$ cat src/rtl/commit_stage.sv
// Commit/writeback stage: arbitrates ALU/LD/CSR/FPU results onto one registered
// register-file write port and reports per-cycle committed thread-instruction counts.
module commit_stage #(
    parameter int CORE_ID     = 0,
    parameter int NUM_THREADS = 4,
    parameter int NUM_WARPS   = 4,
    parameter int NR_BITS     = 5,
    localparam int NW_BITS    = (NUM_WARPS > 1) ? $clog2(NUM_WARPS) : 1,
    localparam int CMTW       = $clog2(3*NUM_THREADS+1)
) (
    input  logic                     clk,
    input  logic                     reset,

    input  logic                     alu_valid,
    output logic                     alu_ready,
    input  logic [NW_BITS-1:0]       alu_wid,
    input  logic [31:0]              alu_pc,
    input  logic [NUM_THREADS-1:0]   alu_tmask,
    input  logic                     alu_wb,
    input  logic [NR_BITS-1:0]       alu_rd,
    input  logic [NUM_THREADS*32-1:0] alu_data,

    input  logic                     ld_valid,
    output logic                     ld_ready,
    input  logic [NW_BITS-1:0]       ld_wid,
    input  logic [31:0]              ld_pc,
    input  logic [NUM_THREADS-1:0]   ld_tmask,
    input  logic                     ld_wb,
    input  logic [NR_BITS-1:0]       ld_rd,
    input  logic [NUM_THREADS*32-1:0] ld_data,

    input  logic                     csr_valid,
    output logic                     csr_ready,
    input  logic [NW_BITS-1:0]       csr_wid,
    input  logic [31:0]              csr_pc,
    input  logic [NUM_THREADS-1:0]   csr_tmask,
    input  logic                     csr_wb,
    input  logic [NR_BITS-1:0]       csr_rd,
    input  logic [NUM_THREADS*32-1:0] csr_data,

    input  logic                     fpu_valid,
    output logic                     fpu_ready,
    input  logic [NW_BITS-1:0]       fpu_wid,
    input  logic [31:0]              fpu_pc,
    input  logic [NUM_THREADS-1:0]   fpu_tmask,
    input  logic                     fpu_wb,
    input  logic [NR_BITS-1:0]       fpu_rd,
    input  logic [NUM_THREADS*32-1:0] fpu_data,

    input  logic                     st_valid,
    output logic                     st_ready,
    input  logic [NW_BITS-1:0]       st_wid,
    input  logic [31:0]              st_pc,
    input  logic [NUM_THREADS-1:0]   st_tmask,
    input  logic                     st_wb,
    input  logic [NR_BITS-1:0]       st_rd,
    input  logic [NUM_THREADS*32-1:0] st_data,

    input  logic                     gpu_valid,
    output logic                     gpu_ready,
    input  logic [NW_BITS-1:0]       gpu_wid,
    input  logic [31:0]              gpu_pc,
    input  logic [NUM_THREADS-1:0]   gpu_tmask,
    input  logic                     gpu_wb,
    input  logic [NR_BITS-1:0]       gpu_rd,
    input  logic [NUM_THREADS*32-1:0] gpu_data,

    output logic                     wb_valid,
    output logic [NW_BITS-1:0]       wb_wid,
    output logic [31:0]              wb_pc,
    output logic [NUM_THREADS-1:0]   wb_tmask,
    output logic [NR_BITS-1:0]       wb_rd,
    output logic [NUM_THREADS*32-1:0] wb_data,

    output logic                     cmt_valid,
    output logic [CMTW-1:0]          cmt_size
);

    function automatic logic [CMTW-1:0] popcount(input logic [3*NUM_THREADS-1:0] v);
        logic [CMTW-1:0] c;
        c = '0;
        for (int i = 0; i < 3*NUM_THREADS; i++)
            c = c + CMTW'(v[i]);
        return c;
    endfunction

    logic req_ld_p0, req_fpu_p0, req_csr_p0, req_alu_p0, any_req_p0;
    logic alu_fire_p0, ld_fire_p0, csr_fire_p0, fpu_fire_p0, st_fire_p0, gpu_fire_p0;
    logic [NUM_THREADS-1:0]    g1_p0, g2_p0, g3_p0;
    logic [CMTW-1:0]           cnt_p0;
    logic [NW_BITS-1:0]        sel_wid_p0;
    logic [31:0]               sel_pc_p0;
    logic [NUM_THREADS-1:0]    sel_tmask_p0;
    logic [NR_BITS-1:0]        sel_rd_p0;
    logic [NUM_THREADS*32-1:0] sel_data_p0;

    logic                      wb_valid_p1, cmt_valid_p1;
    logic [NW_BITS-1:0]        wb_wid_p1;
    logic [31:0]               wb_pc_p1;
    logic [NUM_THREADS-1:0]    wb_tmask_p1;
    logic [NR_BITS-1:0]        wb_rd_p1;
    logic [NUM_THREADS*32-1:0] wb_data_p1;
    logic [CMTW-1:0]           cmt_size_p1;

    // Stage p0: requests, readies, grant select and commit count
    assign req_ld_p0  = ld_valid  & ld_wb;
    assign req_fpu_p0 = fpu_valid & fpu_wb;
    assign req_csr_p0 = csr_valid & csr_wb;
    assign req_alu_p0 = alu_valid & alu_wb;
    assign any_req_p0 = req_ld_p0 | req_fpu_p0 | req_csr_p0 | req_alu_p0;

    // Readies depend only on valid/wb so that no combinational loop through ready exists.
    assign ld_ready  = 1'b1;
    assign fpu_ready = !req_ld_p0 | !fpu_wb;
    assign csr_ready = !(req_ld_p0 | req_fpu_p0) | !csr_wb;
    assign alu_ready = !(req_ld_p0 | req_fpu_p0 | req_csr_p0) | !alu_wb;
    assign st_ready  = 1'b1;
    assign gpu_ready = 1'b1;

    assign alu_fire_p0 = alu_valid & alu_ready;
    assign ld_fire_p0  = ld_valid  & ld_ready;
    assign csr_fire_p0 = csr_valid & csr_ready;
    assign fpu_fire_p0 = fpu_valid & fpu_ready;
    assign st_fire_p0  = st_valid  & st_ready;
    assign gpu_fire_p0 = gpu_valid & gpu_ready;

    always_comb begin
        sel_wid_p0   = alu_wid;
        sel_pc_p0    = alu_pc;
        sel_tmask_p0 = alu_tmask;
        sel_rd_p0    = alu_rd;
        sel_data_p0  = alu_data;
        // Later assignments override earlier ones, so ld ends up highest priority.
        if (req_csr_p0) begin
            sel_wid_p0 = csr_wid; sel_pc_p0 = csr_pc; sel_tmask_p0 = csr_tmask;
            sel_rd_p0  = csr_rd;  sel_data_p0 = csr_data;
        end
        if (req_fpu_p0) begin
            sel_wid_p0 = fpu_wid; sel_pc_p0 = fpu_pc; sel_tmask_p0 = fpu_tmask;
            sel_rd_p0  = fpu_rd;  sel_data_p0 = fpu_data;
        end
        if (req_ld_p0) begin
            sel_wid_p0 = ld_wid;  sel_pc_p0 = ld_pc;  sel_tmask_p0 = ld_tmask;
            sel_rd_p0  = ld_rd;   sel_data_p0 = ld_data;
        end
    end

    // Only one group-1 commit is counted per cycle, first in alu, ld, csr, fpu order.
    always_comb begin
        g1_p0 = '0;
        if (alu_fire_p0)      g1_p0 = alu_tmask;
        else if (ld_fire_p0)  g1_p0 = ld_tmask;
        else if (csr_fire_p0) g1_p0 = csr_tmask;
        else if (fpu_fire_p0) g1_p0 = fpu_tmask;
    end

    assign g2_p0  = st_fire_p0  ? st_tmask  : '0;
    assign g3_p0  = gpu_fire_p0 ? gpu_tmask : '0;
    assign cnt_p0 = popcount({g3_p0, g2_p0, g1_p0});

    // Stage p1: registered writeback port and commit count
    always_ff @(posedge clk) begin
        if (!reset) begin
            wb_valid_p1  <= 1'b0;
            cmt_valid_p1 <= 1'b0;
            cmt_size_p1  <= '0;
            wb_wid_p1    <= '0;
            wb_pc_p1     <= '0;
            wb_tmask_p1  <= '0;
            wb_rd_p1     <= '0;
            wb_data_p1   <= '0;
        end else begin
            wb_valid_p1  <= any_req_p0;
            cmt_valid_p1 <= alu_fire_p0 | ld_fire_p0 | csr_fire_p0
                          | fpu_fire_p0 | st_fire_p0 | gpu_fire_p0;
            cmt_size_p1  <= cnt_p0;
            if (any_req_p0) begin
                wb_wid_p1   <= sel_wid_p0;
                wb_pc_p1    <= sel_pc_p0;
                wb_tmask_p1 <= sel_tmask_p0;
                wb_rd_p1    <= sel_rd_p0;
                wb_data_p1  <= sel_data_p0;
            end
        end
    end

    assign wb_valid  = wb_valid_p1;
    assign wb_wid    = wb_wid_p1;
    assign wb_pc     = wb_pc_p1;
    assign wb_tmask  = wb_tmask_p1;
    assign wb_rd     = wb_rd_p1;
    assign wb_data   = wb_data_p1;
    assign cmt_valid = cmt_valid_p1;
    assign cmt_size  = cmt_size_p1;

    // Store/GPU writeback fields and the debug-only identifiers have no datapath use.
    logic unused_sig;
    assign unused_sig = ^{st_wb, st_rd, st_data, st_wid, st_pc,
                          gpu_wb, gpu_rd, gpu_data, gpu_wid, gpu_pc, 32'(CORE_ID)};

`ifdef DBG_PRINT_PIPELINE
    always @(posedge clk) begin
        if (alu_fire_p0) $display("%t: core%0d-commit: wid=%0d, PC=0x%0h, ex=ALU, tmask=%b, wb=%0d, rd=%0d, data=0x%0h", $time, CORE_ID, alu_wid, alu_pc, alu_tmask, alu_wb, alu_rd, alu_data);
        if (ld_fire_p0)  $display("%t: core%0d-commit: wid=%0d, PC=0x%0h, ex=LSU, tmask=%b, wb=%0d, rd=%0d, data=0x%0h", $time, CORE_ID, ld_wid, ld_pc, ld_tmask, ld_wb, ld_rd, ld_data);
        if (csr_fire_p0) $display("%t: core%0d-commit: wid=%0d, PC=0x%0h, ex=CSR, tmask=%b, wb=%0d, rd=%0d, data=0x%0h", $time, CORE_ID, csr_wid, csr_pc, csr_tmask, csr_wb, csr_rd, csr_data);
        if (fpu_fire_p0) $display("%t: core%0d-commit: wid=%0d, PC=0x%0h, ex=FPU, tmask=%b, wb=%0d, rd=%0d, data=0x%0h", $time, CORE_ID, fpu_wid, fpu_pc, fpu_tmask, fpu_wb, fpu_rd, fpu_data);
        if (st_fire_p0)  $display("%t: core%0d-commit: wid=%0d, PC=0x%0h, ex=STORE, tmask=%b, wb=%0d, rd=%0d, data=0x%0h", $time, CORE_ID, st_wid, st_pc, st_tmask, st_wb, st_rd, st_data);
        if (gpu_fire_p0) $display("%t: core%0d-commit: wid=%0d, PC=0x%0h, ex=GPU, tmask=%b, wb=%0d, rd=%0d, data=0x%0h", $time, CORE_ID, gpu_wid, gpu_pc, gpu_tmask, gpu_wb, gpu_rd, gpu_data);
    end
`endif

endmodule

$ cat config.mk
export PLATFORM = sky130hd
export DESIGN_NAME = commit_stage
export DESIGN_NICKNAME = d
export VERILOG_FILES = /design/src/rtl/commit_stage.sv
export SDC_FILE = /design/constraint.sdc
export NUM_CORES = 1
export LEC_CHECK = 0
export ABC_AREA = 1
export BUFFER_PORTS_ARGS = -buffer_cell sky130_fd_sc_hd__buf_2
export CELL_PAD_IN_SITES_DETAIL_PLACEMENT = 0
export CELL_PAD_IN_SITES_GLOBAL_PLACEMENT = 1
export CORE_AREA = 2 2 473 475
export DETAILED_ROUTE_END_ITERATION = 8
export DIE_AREA = 0 0 475 477
export PLACE_DENSITY_LB_ADDON = 0.3
export SLEW_MARGIN = 20
export SYNTH_ARGS = -nofsm -noshare
export SYNTH_HDL_FRONTEND = slang
export SYNTH_SLANG_ARGS = --single-unit
$ cat constraint.sdc
create_clock -name clk -period 6.7 [get_ports clk]
set_input_delay 1.34 -clock clk [delete_from_list [all_inputs] [get_ports clk]]
set_output_delay 1.34 -clock clk [all_outputs]
set_load 0.05 [all_outputs]
After elaboration in Yosys (flattened, before gate mapping) --
Index checks and enable logic that the tools add are counted.
Word-level totals: register bits 177, input port bits 1040, output and inout bits 183, word-level logic and storage cells 64
Cells by class: add/sub/neg operators 11, multiplexer cells 21, bitwise logic cells 18, reductions and logical operators 6
Operators with widths (number):
- 2-to-1 mux 128 bit | 3
- 2-to-1 mux 32 bit | 3
- 2-to-1 mux 4 bit | 9
- adder 4 x 1 -> 4 bit | 8
- 2-to-1 mux 5 bit | 3
- OR 1 bit | 11
- bitwise AND 1 bit | 7
- zero test 1 bit | 6
- 2-to-1 mux 2 bit | 3
- adder 3 x 1 -> 4 bit | 1
- adder 2 x 1 -> 3 bit | 1
- adder 1 x 1 -> 2 bit | 1

Logic depth before layout (Yosys ltp) --
Gate-level depths: netlist of run 1.
word-level depth 19, gate-level depth with buffers 17, gate-level depth less buffers 15

Worst setup path before layout of run 1 --
Ideal clock, no wire load.
path type input to register, start input ld_wb, end register cmt_size_p1[2], in the netlist cmt_size[2], setup time 0.115 ns, arrival 5.409 ns, data required time 6.585 ns, setup slack 1.176 ns, stages on the path 17, path through buf_2 > nand2_4 > nand2_4 > buf_2 > nand2_1 > nand2_1 > nand2_1 > nand3_1 > a21oi_1 > fa_1 > fa_1 > fa_1 > fa_1 > ha_1 > fa_1 > xnor2_1 > nor2_1
Between the ends: longest elaborated chain between the ends 19, elaborated cells on any way between the ends 27, those cells by class add/sub (11); mux (4); bitwise (9); reduce/logical (3)
Ends and longest elaborated chain:
- from (decl) | RTL line 28 | input logic ld_wb,
- bitwise AND 1 bit * | RTL line 106 | assign req_ld_p0 = ld_valid & ld_wb;
- OR 1 bit * | RTL line 115 | assign csr_ready = !(req_ld_p0 | req_fpu_p0) | !csr_wb;
- zero test 1 bit * | RTL line 115
- OR 1 bit * | RTL line 115
- via csr_ready | RTL line 33 | output logic csr_ready,
- bitwise AND 1 bit * | RTL line 122 | assign csr_fire_p0 = csr_valid & csr_ready;
- 2-to-1 mux 4 bit * | RTL line 153 | else if (csr_fire_p0) g1_p0 = csr_tmask;
- 2-to-1 mux 4 bit * | RTL line 152 | else if (ld_fire_p0) g1_p0 = ld_tmask;
- 2-to-1 mux 4 bit * | RTL line 151 | if (alu_fire_p0) g1_p0 = alu_tmask;
- adder 1 x 1 -> 2 bit | RTL line 83 | c = c + CMTW'(v[i]);
- adder 2 x 1 -> 3 bit | RTL line 83
- adder 3 x 1 -> 4 bit * | RTL line 83
- adder 4 x 1 -> 4 bit * (8 in series) | RTL line 83
- to (signal assigned) | RTL line 176 | cmt_size_p1 <= cnt_p0;
- to (decl) | RTL line 103 | logic [CMTW-1:0] cmt_size_p1;
Mark *: on every way through the listed nets, which the timed path passes. The rest lies on a longest branch. A chain may end at the register's enable or synchronous reset.

Worst setup path in the final report of run 1 --
start input ld_valid, end register cmt_size_p1[2], in the netlist cmt_size[2]
Between the ends: longest elaborated chain between the ends 19, elaborated cells on any way between the ends 27, those cells by class add/sub (11); mux (4); bitwise (9); reduce/logical (3)
Ends and longest elaborated chain:
- from (decl) | RTL line 23 | input logic ld_valid,
- bitwise AND 1 bit | RTL line 106
- zero test 1 bit / OR 1 bit (equally long branches) | RTL line 114, 115, 116
- OR 1 bit / zero test 1 bit (equally long branches) | RTL line 114, 115
- bitwise AND 1 bit / OR 1 bit (equally long branches) | RTL line 123, 115
- 2-to-1 mux 4 bit / bitwise AND 1 bit (equally long branches) | RTL line 154, 122
- 2-to-1 mux 4 bit | RTL line 153
- 2-to-1 mux 4 bit | RTL line 152
- 2-to-1 mux 4 bit * | RTL line 151
- adder 1 x 1 -> 2 bit | RTL line 83
- adder 2 x 1 -> 3 bit | RTL line 83
- adder 3 x 1 -> 4 bit * | RTL line 83
- adder 4 x 1 -> 4 bit * (8 in series) | RTL line 83
Every way passes the cells marked *; elsewhere a longest branch is shown, timed or not.

==> results.cfg, run 1 <==
[status]
run_status = finished clean

[yosys]
post-synth-top-count-cell = nor2_1
synth.avg_cell_area_um2 = 5.60
syn_inst = 2125
synth-seq-cells = 177
synth-edff-count = 0
synth_area_leader_cell = dfxtp_1
synth_top_cells_by_area = dfxtp_1 (30%), nor2_1 (27%), o21ai_0 (14%), a21oi_1 (7.5%), nand2_1 (6.4%)
yosys.area.top_type_share = 0.298
ys.flop_type = dfxtp_1
yosysWarningCount = 0
syn_area_mm2 = 0.0119
synthDistinctLibCells = 25
yosysSeqAreaShare = 0.298
async_flop_share = 0
synthTopCellsByCount = nor2_1 (846), o21ai_0 (327), nand2_1 (204), inv_1 (182), a21oi_1 (178)

[floorplan]
coreArea_mm2 = 0.221
fp-row-count = 173
die-area_mm2 = 0.227
fp.dieH_um = 477
initial_utilization = 0.0538
die-width_um = 475
io_pins = 1223

[routing]
vias = 16740
drc = 0
first_pass_iters = 5
drt_wl_total_um = 118000
wire_per_inst_um = 19.9
drtAntennaViolNets = 0
vias_per_cell = 2.83
drt_iter0_drc = 874

[job]
max_cap_violations = 0

[worst_setup_path]
cpMaxStageDelayCell = fa_1
cp_top_family = adder cells
crit_path_end_kind = flip-flop
startpoint_type = primary input
cpPeakStageDelay_ps = 580
cp_max_fo = 27
crit_buf_inv = 1
crit_path_frequent_cell = fa_1
crit_path_cell_trace = buf_2, nand2_8, nand2_8, nand2_1, nand2_1, nand2_1, nand3_1, a21oi_1, fa_1, fa_1, fa_1, fa_1, ha_1, fa_1, xnor2_1, nor2_1
critPathRequiredTime_ps = 7150
path_class = primary input to flip-flop
cp.arrival_ps = 5500

[timing]
fin_ws_ps = 1640
min_period_ps = 5060
clock_skew_ps = 0
finalHoldViolCount = 0
max_freq_mhz = 198
setup-violations-final = 0
fin_setup_tns_ps = 0
rsz0062_at_grt = no
slew_headroom = 0.218
min_period_over_period = 0.755
tightest_slew_ps = 1170
drv_slew = 0

[clock_tree]
clkSlewWorstSetupHoldPaths_ps = 100
post_cts_buffers = 0
cts_tree = yes
clock_path_buffers = 2
hold_buffers = 0
htreeDepth = 4
ctsResizeCount = 0
clock-root-buffer = clkbuf_16
cts_made_buffers = 17
clock_sinks = 177
insertion_delay_ps = 540

[power_and_ir_drop]
power_w = 0.00413
clkPwrFrac = 0.289
p_int_w = 0.00221
swShare = 0.465
ir_worst_vdd_v = 0.000188
p_leak_nw = 9.74
powerDensity_mw_per_mm2 = 203
p_comb_frac = 0.415
switching_power_w = 0.00192
seq_power_share = 0.296

[global_routing]
grt_pass1_wl_um = 151000
grt_pass1_vias = 16697
grt_max_degree = 128
antenna_found_initial = 64
grt_usage = 0.100
overflow = 0

[final_layout]
layout-drive-gt1-share = 0.325
fill_cells = 26494
nets = 3955
syn_to_final_growth_pct = 70.6

[place]
place_congestion = 0.877
dpl.hpwl_um = 98700
pre_cts_ws_ps = 1040
port_buffers = 883

[worst_hold_path]
hold_path.class = flip-flop to flip-flop
final timing paths:
path / end / slack, ps / startpoint / depth (start not counted)
setup / recovery: cmt_size[2] / 1640 / ld_valid / 16
hold / removal: wb_data[30] / 520 / wb_data[30] / 2
setup reg to reg: wb_data[83] / 6000 / wb_data[83] / 2
hold reg to reg: wb_data[30] / 520 / wb_data[30] / 2
metrics by stage:
stage / instance area [um2] / cells / utilization / hold slack, ps
global placement: 19600 / 5860 / 0.0886 / 502
detailed placement: 19600 / 5860 / 0.0886 / 503
CTS: 20200 / 5892 / 0.0914 / 529
finish: 20300 / 5919 / 0.0917 / 523
global route: 20300 / 5904 / 0.0915 / 542
floorplan: 11900 / 2127 / - / 735
tightest hold or removal path, cell delays in order, from the launching register on:
cell	delay [ps]
dfxtp_1	330
o21ai_1	70
nor2_1	90
cells in the final DEF, fill, tap and decap left out:
cell,synthesis,routed
dfxtp_1,177,177
a31oi_1,1,1
inv_8,0,3
clkbuf_1,67,1
o21ai_1,11,16
buf_4,16,22
nor2_1,846,846
clkinv_4,0,3
nand3_4,1,1
clkinvlp_4,0,1
clkbuf_16,0,17
fa_1,7,7
bufinv_16,0,2
inv_6,0,4
clkbuf_8,0,3
nand2_2,1,1
xnor2_1,1,1
buf_2,60,882
o211ai_1,4,4
a21oi_1,178,178
nand2_8,0,2
a21boi_0,4,4
inv_1,182,182
a21oi_4,1,1
clkinv_2,0,1
conb_1,1,3
inv_2,2,1
diode_2,0,27
ha_1,4,4
o21ai_0,327,322
nand2_1,204,203
nand2_4,2,1
buf_12,0,4
nand3_1,19,19
per-layer routing:
layer  part of all wire  track usage  vias up
met5             0.0019            0        -
met4              0.025       0.0296       30
met3               0.14       0.0574      127
met2               0.46        0.166      779
met1               0.37        0.108     7574
li1                   -            -     8230
cells by family after synthesis:
family	after synthesis	synth area share
fa+ha+maj	11	0.0160
simple gates	1073	0.343
xor+xnor	1	0.000736
compound gates	526	0.224
flops	177	0.298
buf+inv	336	0.118
other cells	1	0.000315
power by group through the flow:
stage	logic, W	clock network (W)	registers [W]
after global routing	0.00191	0.00133	0.00124
after detailed placement	0.00178	0	0.00125
after CTS	0.00179	0.00131	0.00122
after global placement	0.00179	0	0.00124
final	0.00171	0.00119	0.00122
after floorplan	0.000541	0	0.00167
flip-flops by register name, indices dropped and copies added (netlist names):
register and flops:
wb_valid 1, wb_rd 5, wb_tmask 4, cmt_valid 1
wb_data 128, wb_wid 2, wb_pc 32, cmt_size 4
cell type report:
class | instances | area [um2] | area share
diodes | 27 | 67.6 | 0.00333
clock buffers | 20 | 457 | 0.0225
clock inverters | 12 | 148 | 0.00727
inverters | 185 | 707 | 0.0348
multi-input cells | 1614 | 6980 | 0.344
flip-flops and latches | 177 | 3540 | 0.175
well taps | 2975 | 3720 | 0.183
repair buffers | 909 | 4670 | 0.230
No activity file was read; power rests on OpenSTA's default activity.
==> run 2: changes to the inputs <==
--- a/config.mk
+++ b/config.mk
@@ -5,13 +5,13 @@
 export SDC_FILE = /design/constraint.sdc
 export NUM_CORES = 1
 export LEC_CHECK = 0
-export ABC_AREA = 1
+export ABC_AREA = 0
 export BUFFER_PORTS_ARGS = -buffer_cell sky130_fd_sc_hd__buf_2
 export CELL_PAD_IN_SITES_DETAIL_PLACEMENT = 0
 export CELL_PAD_IN_SITES_GLOBAL_PLACEMENT = 1
-export CORE_AREA = 2 2 473 475
+export CORE_AREA = 2 2 477 479
 export DETAILED_ROUTE_END_ITERATION = 8
-export DIE_AREA = 0 0 475 477
+export DIE_AREA = 0 0 479 481
 export PLACE_DENSITY_LB_ADDON = 0.3
 export SLEW_MARGIN = 20
 export SYNTH_ARGS = -nofsm -noshare
==> constraint.sdc (replaced) <==
create_clock -name clk -period 4.7 [get_ports clk]
set_input_delay 0.94 -clock clk [delete_from_list [all_inputs] [get_ports clk]]
set_output_delay 0.94 -clock clk [all_outputs]
set_load 0.05 [all_outputs]
==> run 2 against run 1 <==
  * Clock power increased by 43%
  * Critical path depth fell by 2
  * Worst hold slack improved by 18 ps
  * First-iteration DRC count grew 46%
  * Design area decreased by 7.2%
  * Register-to-register slack worse by 2000 ps
  * Power is 39% higher
==> results.cfg, run 2 <==
[timing]
tightest_slew_ps = 861
max_freq_mhz = 222
finalHoldViolCount = 0
rsz0062_at_grt = no
slew_headroom = 0.426
min_period_ps = 4510
setup-violations-final = 0
fin_ws_ps = 186
drv_slew = 0
min_period_over_period = 0.960
clock_skew_ps = 0
holdWs_ps = 541

[clock_tree]
htreeDepth = 4
clock-root-buffer = clkbuf_16
post_cts_buffers = 0
cts_tree = yes
clock_path_buffers = 2
cts_made_buffers = 17
clkSlewWorstSetupHoldPaths_ps = 80
insertion_delay_ps = 530
clock_sinks = 177

[yosys]
async_flop_share = 0
yosys.area.top_type_share = 0.351
syn_inst = 1063
synth_top_cells_by_area = dfxtp_1 (35%), mux2_2 (19%), a222oi_1 (17%), a21oi_1 (8.5%), o21ai_0 (8.5%)
synthDistinctLibCells = 31
ys.flop_type = dfxtp_1
synth.avg_cell_area_um2 = 9.51
synth-seq-cells = 177
synth_area_leader_cell = dfxtp_1
synthTopCellsByCount = dfxtp_1 (177), a21oi_1 (172), a222oi_1 (171), mux2_2 (171), o21ai_0 (171)
yosysWarningCount = 0
synth-edff-count = 0
post-synth-top-count-cell = dfxtp_1
syn_area_mm2 = 0.0101
yosysSeqAreaShare = 0.351

[place]
dpl.hpwl_um = 116000
placed_cells = 4868
place_congestion = 0.806
placed_cell_area_mm2 = 0.0181
port_buffers = 883
pre_cts_ws_ps = -500

[final_layout]
fill_cells = 26473
fin_area_mm2 = 0.0188
layout-drive-gt1-share = 0.608
syn_to_final_growth_pct = 86.3
final_cells = 4929
final_core_util = 0.0834
nets = 2929
final_common_cell = buf_2
largest_reg_flops = 128
final_cell_mix = buf_2 (881), dfxtp_1 (177), a21oi_1 (172)

[global_routing]
antenna_found_initial = 199
overflow = 0
grt_usage = 0.111
grt_pass1_wl_um = 161000
grt_pass1_vias = 13479
grt_max_degree = 94

[power_and_ir_drop]
powerDensity_mw_per_mm2 = 305
p_leak_nw = 7.43
ir_worst_vdd_v = 0.000294

[worst_hold_path]
hp-start = wb_data[82]
hold_path.class = flip-flop to flip-flop

[floorplan]
die-area_mm2 = 0.230
io_pins = 1223
initial_utilization = 0.0448
die-width_um = 479
fp.dieH_um = 481
fp-row-count = 175
coreArea_mm2 = 0.226

[worst_setup_path]
startpoint_type = primary input
path_class = primary input to flip-flop
crit_path_end_kind = flip-flop
rr_startpoint = wb_data[57]
cp.arrival_ps = 4950
critPathRequiredTime_ps = 5130
cp_max_fo = 7
crit_start = ld_valid
r2r_slack_ps = 3990

[routing]
drt_wl_total_um = 133000
drtAntennaViolNets = 0
drt_iter0_drc = 1278
first_pass_iters = 9
wire_per_inst_um = 26.9
vias = 13832
vias_per_cell = 2.81
drc = 0

[job]
max_cap_violations = 0

[status]
run_status = finished clean
run 2: cell count changes after synthesis, moves of 26 or more:
cell,before,now
nand2_1,204,13
buf_2,60,15
a222oi_1,0,171
clkbuf_1,67,93
nor2_1,846,0
o21ai_0,327,171
mux2_2,0,171
inv_1,182,2
run 2: path summary, 6_finish.rpt:
path,depth (start not counted),endpoint
worst min-delay path,2,wb_data[82]
worst min register to register,2,wb_data[82]
worst max-delay path,14,cmt_size[1]
worst max register to register,2,wb_data[57]
run 2: cell type report:
cell class	instances	area, um2	share of cell area
Tap cell	3009	3760	0.200
Multi-Input combinational cell	750	5960	0.316
Sequential cell	177	3540	0.188
Clock inverter	15	174	0.00924
Antenna cell	29	72.6	0.00385
Clock buffer	17	425	0.0226
Inverter	2	7.51	0.000399
Timing Repair Buffer	930	4890	0.260
run 2: kinds of logic (layout without fill, tap and decap cells):
kind of cell | count (synthesis) | count (layout) | share of synthesized area
buffers and inverters | 138 | 964 | 0.0683
and+or+nand+nor | 35 | 35 | 0.0188
DFF | 177 | 177 | 0.351
adders and majority gates | 11 | 11 | 0.0188
AOI/OAI and AO/OA | 529 | 529 | 0.352
xor gates and xnor gates | 1 | 1 | 0.000867
other | 1 | 32 | 0.000371
muxes | 171 | 171 | 0.191
run 2: power by group:
group	total (W)	switching, W	internal [W]
sequential	0.00174	0.0000708	0.00167
clock	0.00170	0.000899	0.000800
combinational	0.00231	0.00160	0.000711
total	0.00575	0.00257	0.00318
run 2: worst max-delay path, cell delays in order:
cell,delay (ps)
clkbuf_4,190
buf_4,180
a22oi_2,170
a31o_2,340
buf_4,180
nand2_1,60
o31ai_2,70
fa_1,470
fa_1,560
fa_1,450
fa_1,550
ha_2,200
fa_2,420
and2_1,160
run 2: stage by stage:
stage | TNS [ps] | power (W)
global placement | -1630 | 0.00416
detailed placement | -1500 | 0.00416
CTS | 0 | 0.00598
global route | 0 | 0.00615
floorplan | 0 | 0.00303
finish | 0 | 0.00575
run 2: repair_timing:
action                                  in CTS  in global routing
endpoints found under the setup margin       0                  1
hold buffers                                 0                  0
resized for setup                            0                  3
run 2: routing by layer:
layer / vias up / global-route usage / wire length (um)
li1: 6017 / - / -
met1: 6444 / 0.103 / 42700
met2: 897 / 0.190 / 63100
met3: 348 / 0.0907 / 23500
met4: 126 / 0.0189 / 2450
met5: - / 0 / 797
